## src/rtl/mem_arbiter.sv

```systemverilog
// Two-port memory arbiter and sequencer. CPU and EXT share one synchronous
// memory. In IDLE the requests are sampled and arbitrated round-robin. The
// winner's address, write flag and write data are registered onto the memory
// port. ACCESS waits out the read latency, and RESP returns a one-cycle ready
// pulse to the granted port.
module mem_arbiter #(
  parameter int WIDTH   = 32,
  parameter int LATENCY = 1     // memory read latency, legal range 1..7
) (
  input  logic             i_clk,
  input  logic             i_reset,
  input  logic             i_cpu_req,
  input  logic             i_cpu_we,
  input  logic [WIDTH-1:0] i_cpu_addr,
  input  logic [WIDTH-1:0] i_cpu_wdata,
  output logic [WIDTH-1:0] o_cpu_rdata,
  output logic             o_cpu_ready,
  input  logic             i_ext_req,
  input  logic             i_ext_we,
  input  logic [WIDTH-1:0] i_ext_addr,
  input  logic [WIDTH-1:0] i_ext_wdata,
  output logic [WIDTH-1:0] o_ext_rdata,
  output logic             o_ext_ready,
  output logic             o_mem_we,
  output logic [WIDTH-1:0] o_mem_addr,
  output logic [WIDTH-1:0] o_mem_wdata,
  input  logic [WIDTH-1:0] i_mem_rdata,
  output logic [1:0]       o_grant,
  output logic             o_busy
);

  typedef enum logic [1:0] {
    IDLE   = 2'd0,
    ACCESS = 2'd1,
    RESP   = 2'd2
  } state_e;

  localparam logic [2:0] LAT       = 3'(LATENCY);
  localparam logic [1:0] GRANT_CPU = 2'b01;
  localparam logic [1:0] GRANT_EXT = 2'b10;

  state_e           state_q, state_d;
  logic [2:0]       cnt_q, cnt_d;
  logic             last_ext_q, last_ext_d;   // 1: EXT was granted most recently
  logic             wr_q, wr_d;               // current transaction is a write
  logic [1:0]       grant_q, grant_d;
  logic             mem_we_q, mem_we_d;
  logic [WIDTH-1:0] mem_addr_q, mem_addr_d;
  logic [WIDTH-1:0] mem_wdata_q, mem_wdata_d;
  logic [WIDTH-1:0] cpu_rdata_q, cpu_rdata_d;
  logic [WIDTH-1:0] ext_rdata_q, ext_rdata_d;
  logic             cpu_ready_q, cpu_ready_d;
  logic             ext_ready_q, ext_ready_d;
  logic             any_req;
  logic             pick_ext;
  logic             access_done;

  // Arbitration and ACCESS completion: a lone requester wins; on a tie the
  // port that was not served last wins. A write needs one ACCESS cycle, a
  // read finishes once the counter reaches LATENCY.
  always_comb begin
    any_req     = i_cpu_req | i_ext_req;
    pick_ext    = i_ext_req & (~i_cpu_req | ~last_ext_q);
    access_done = wr_q | (cnt_q == LAT);
  end

  // FSM state register.
  always_ff @(posedge i_clk or posedge i_reset) begin
    if (i_reset) begin
      state_q <= IDLE;
    end else begin
      // NOTE: non-blocking so every flop samples pre-edge values, independent of block order.
      state_q <= state_d;
    end
  end

  // FSM next-state logic.
  always_comb begin
    // NOTE: default first so no path through the case leaves state_d unassigned (no latch).
    state_d = state_q;
    case (state_q)
      IDLE:    if (any_req) state_d = ACCESS;
      ACCESS:  if (access_done) state_d = RESP;
      RESP:    state_d = IDLE;
      default: state_d = IDLE;
    endcase
  end

  // Next values for the memory port, grant, counter and per-port responses.
  always_comb begin
    cnt_d       = cnt_q;
    last_ext_d  = last_ext_q;
    wr_d        = wr_q;
    grant_d     = grant_q;
    mem_we_d    = 1'b0;           // the strobe lives only in the first ACCESS cycle
    mem_addr_d  = mem_addr_q;
    mem_wdata_d = mem_wdata_q;
    cpu_rdata_d = cpu_rdata_q;
    ext_rdata_d = ext_rdata_q;
    cpu_ready_d = 1'b0;
    ext_ready_d = 1'b0;
    case (state_q)
      IDLE: begin
        if (any_req) begin
          cnt_d       = 3'd1;
          grant_d     = pick_ext ? GRANT_EXT : GRANT_CPU;
          wr_d        = pick_ext ? i_ext_we : i_cpu_we;
          mem_we_d    = pick_ext ? i_ext_we : i_cpu_we;
          mem_addr_d  = pick_ext ? i_ext_addr : i_cpu_addr;
          mem_wdata_d = pick_ext ? i_ext_wdata : i_cpu_wdata;
        end
      end
      ACCESS: begin
        if (access_done) begin
          if (!wr_q) begin
            if (grant_q[1]) ext_rdata_d = i_mem_rdata;
            else            cpu_rdata_d = i_mem_rdata;
          end
          cpu_ready_d = grant_q[0];
          ext_ready_d = grant_q[1];
        end else begin
          cnt_d = cnt_q + 3'd1;
        end
      end
      RESP: begin
        grant_d    = 2'b00;
        last_ext_d = grant_q[1];
      end
      default: ;
    endcase
  end

  // Datapath registers; reset aborts any transaction and drops the write strobe at once.
  always_ff @(posedge i_clk or posedge i_reset) begin
    if (i_reset) begin
      cnt_q       <= 3'd0;
      last_ext_q  <= 1'b1;
      wr_q        <= 1'b0;
      grant_q     <= 2'b00;
      mem_we_q    <= 1'b0;
      mem_addr_q  <= '0;
      mem_wdata_q <= '0;
      cpu_rdata_q <= '0;
      ext_rdata_q <= '0;
      cpu_ready_q <= 1'b0;
      ext_ready_q <= 1'b0;
    end else begin
      cnt_q       <= cnt_d;
      last_ext_q  <= last_ext_d;
      wr_q        <= wr_d;
      grant_q     <= grant_d;
      mem_we_q    <= mem_we_d;
      mem_addr_q  <= mem_addr_d;
      mem_wdata_q <= mem_wdata_d;
      cpu_rdata_q <= cpu_rdata_d;
      ext_rdata_q <= ext_rdata_d;
      cpu_ready_q <= cpu_ready_d;
      ext_ready_q <= ext_ready_d;
    end
  end

  // FSM outputs.
  always_comb begin
    o_busy      = (state_q != IDLE);
    o_grant     = grant_q;
    o_mem_we    = mem_we_q;
    o_mem_addr  = mem_addr_q;
    o_mem_wdata = mem_wdata_q;
    o_cpu_rdata = cpu_rdata_q;
    o_cpu_ready = cpu_ready_q;
    o_ext_rdata = ext_rdata_q;
    o_ext_ready = ext_ready_q;
  end

endmodule
```

## config.mk

```make
export PLATFORM = sky130hd
export DESIGN_NAME = mem_arbiter
export DESIGN_NICKNAME = d
export VERILOG_FILES = /design/src/rtl/mem_arbiter.sv
export SDC_FILE = /design/constraint.sdc
export NUM_CORES = 1
export LEC_CHECK = 0
export ABC_AREA = 1
export CAP_MARGIN = 5
export CORE_MARGIN = 1.5
export CORE_UTILIZATION = 42
export CTS_CLUSTER_SIZE = 10
export DETAILED_ROUTE_END_ITERATION = 10
export PLACE_DENSITY = 0.81
export SLEW_MARGIN = 20
export SYNTH_ARGS = -nofsm -noshare
export SYNTH_HDL_FRONTEND = slang
export SYNTH_SLANG_ARGS = --single-unit
export TNS_END_PERCENT = 1
```

## constraint.sdc

```tcl
create_clock -name i_clk -period 5.8 [get_ports i_clk]
set_input_delay 1.16 -clock i_clk [delete_from_list [all_inputs] [get_ports i_clk]]
set_output_delay 1.16 -clock i_clk [all_outputs]
set_load 0.005 [all_outputs]
```

==> results.tsv <==
metric	value	unit
starting density of the core	0.428	
mean cell area of the mapped netlist	7.82	um2
total wire length	19.5	mm
share of total power in combinational logic	0.464	
startpoint types	input pin	
number of remaining DRC errors	0	
number of sinks handled by clock tree synthesis	140	
Clk Latency, worst-skew pair	430	ps
total CTS buffers	17	
count of pins on the block boundary	300	
Global Route Usage Sum	0.245	
hold path endpoint	o_ext_rdata[25]	
CTS Buffer Depth	2	
final period demand of the worst path	3000	ps
post-route worst setup slack	2800	ps
H-tree lvl count	4	
Overall Power	5.24	mW
path type of the worst setup path	input pin to flip-flop	
launch point of the worst hold path	o_ext_rdata[25]	
Post-Syn Area	6480	um2
net load switching power	1.93	mW
total grt overflow	0	
Yosys warning count	0	
Die Ht	127	um
switching part of the total	0.368	
worst slew margin relative to its limit	0.313	
synthesized instance count	828	
post-synthesis to final-layout area growth	55.8	%
Root Buffer	sky130_fd_sc_hd__clkbuf_16	
worst reg-to-reg path cell count	9	
power density normalized to cell area	519	nW/um2
area enclosed by the die boundary	16200	um2
fin nets	1270	
distinct cell type count of the synthesized netlist	20	
number of antenna violations at the first check in global routing	0	
critical path data arrival time	3310	ps
fraction of final layout cells with drive strength greater than 1	0.0502	
average wire length per cell after detail routing	15.0	um
unrepaired setup endpoints after global routing	no	
sum of negative setup slack	0	ps
placeable core region	15100	um2
estimated wirelength of the detail-placed design	13.6	mm
endpoint kind of the worst setup timing path	flip-flop	
clock skew after layout	7.37	ps
maximum resistive drop on vdd	0.299	mV
#FFs+latches synth	140	
Vias	6402	
Cell Rows	45	
number of hold violations in the final report	0	
Flop pwr share	0.334	
post-cts repair resize count	0	
CP Data Required Time	6110	ps
largest area contributor in the synthesized netlist	sky130_fd_sc_hd__dfrtp_1	
number of maximum-capacitance violations	0	
DRT antenna net count	0	
area share of the largest cell type after synthesis	0.537	
cts hold-fix bufs	0	
number of inserted diodes	0	
first-pass GRT wire length	30.9	mm
synth top area cells	sky130_fd_sc_hd__dfrtp_1, sky130_fd_sc_hd__nand2_1, sky130_fd_sc_hd__nand4_1	
TritonCTS clock tree	yes	
Setup-failing EPs final	0	
leakage power total	4.88	nW
via count of the first global-routing pass	5967	
worst flop-to-flop path startpoint	cnt_q[1]	
status	finished, final reports clean	
design internal power	3.31	mW
Slew @ Worst Pin	1030	ps
Max Slew Vio Count	0	
maximum number of pins on one net before global-route repair	102	
pre-CTS WS	2360	ps
CP Max Fanout	72	
Net Count, Synth	996	
total setup buffers inserted after CTS	0	
width of the die	127	um
final worst path period share	0.518	
Hold WC Path Type	flip-flop to flip-flop	
clock transition time at the flip-flop clock pins of the worst setup and hold paths	60	ps
Critical Path Start	i_cpu_req	
Cells on Worst Hold Path	2	
final worst hold slack	467	ps
detail-routed via count per cell	4.91	
number of I/O port buffers	299	
FMAX	333	MHz
reg2reg end	o_cpu_rdata[27]	
sequential share of the synthesized area	0.541	
Post-Route Utilization	0.666	
final weighted congestion of routability-driven global placement	0.841	
iteration-0 DRC count of the detailed router	398	
register-to-register setup slack	3540	ps
Pre-antenna DRT Iters	4	
part of the power in the clock network	0.202	
==> through the flow <==
stage | cell area [um2] | cells
2_1_floorplan | 6480 | 828
3_3_place_gp | 9520 | 1271
3_5_place_dp | 9520 | 1271
4_1_cts | 10100 | 1303
5_1_grt | 10100 | 1303
6_report | 10100 | 1303
==> power by group through the flow <==
stage	Combinational, mW	Sequential (mW)	Clock [mW]
2_1_floorplan	1.06	1.77	0
3_3_place_gp	2.40	1.74	0
3_5_place_dp	2.44	1.76	0
4_1_cts	2.45	1.75	1.07
5_1_grt	2.68	1.81	1.12
6_report	2.43	1.75	1.06
==> layer usage <==
metal	vias up	GRT usage	share of wire
met3	32	0.0976	0.091
li1	3146	-	-
met5	-	0	0
met1	2980	0.299	0.40
met2	244	0.395	0.48
met4	0	0.0922	0.025
==> cells in the mapped netlist, drive strengths merged <==
cell type  number
o21ai          69
nand4          64
clkbuf         16
dfstp           1
xor2            1
ha              2
nand2         337
dfrtp         139
inv            77
buf            38
nor2           74
nand3           9
nor3            1
==> worst max-delay path by stage <==
stage / endpoint / slack [ps]
final: o_mem_addr[25] / 2800
after global routing: o_mem_addr[26] / 2630
after CTS: o_mem_wdata[6] / 2810
after detailed placement: o_mem_wdata[29] / 2360
after global placement: o_mem_addr[2] / 2410
after floorplan: cnt_q[0] / 890
==> cell usage in the layout (no fill, tap or decap), drive strengths merged, types with 2 or more instances in the layout <==
cell           instances
buf                   10
inv                   82
o21ai                 69
nand3                  9
ha                     2
clkinv                 2
nand2                337
dfrtp                139
clkinvlp               6
nand4                 64
clkbuf                18
nor2                  74
clkdlybuf4s50        299
==> worst max-delay path, stage by stage <==
cell and delay, ps:
sky130_fd_sc_hd__clkdlybuf4s50_1 560, sky130_fd_sc_hd__nand2_1 130, sky130_fd_sc_hd__nand2_4 530, sky130_fd_sc_hd__buf_4 590, sky130_fd_sc_hd__nand2_1 130, sky130_fd_sc_hd__nand2_1 90
sky130_fd_sc_hd__o21ai_0 70
==> final cells by class <==
type | count | area (um2)
clock buffer | 18 | 439
clock inverter | 14 | 136
fill | 1225 | 5050
inverter | 77 | 294
multi-input combinational | 557 | 2420
sequential | 140 | 3500
tap | 188 | 235
timing repair buffer | 309 | 3070
==> logic make-up (layout without fill, tap and decap cells) <==
logic type / count (synthesis) / after routing / synth area share
AO/OA/AOI/OAI: 69 / 69 / 0.0539
XOR/XNOR: 1 / 1 / 0.00135
adder cells (fa/ha/maj): 2 / 2 / 0.00386
buffers and inverters: 131 / 418 / 0.0906
flip-flops: 140 / 140 / 0.541
AND/OR/NAND/NOR: 485 / 485 / 0.309
==> flip-flops by register name, summed over array words and instances, names as in the netlist <==
signal,count
wr_q,1
state_q,2
o_ext_ready,1
last_ext_q,1
o_grant,2
o_mem_addr,32
o_cpu_ready,1
o_ext_rdata,32
cnt_q,3
o_cpu_rdata,32
o_mem_we,1
o_mem_wdata,32
(Power assumes the default switching activity.)
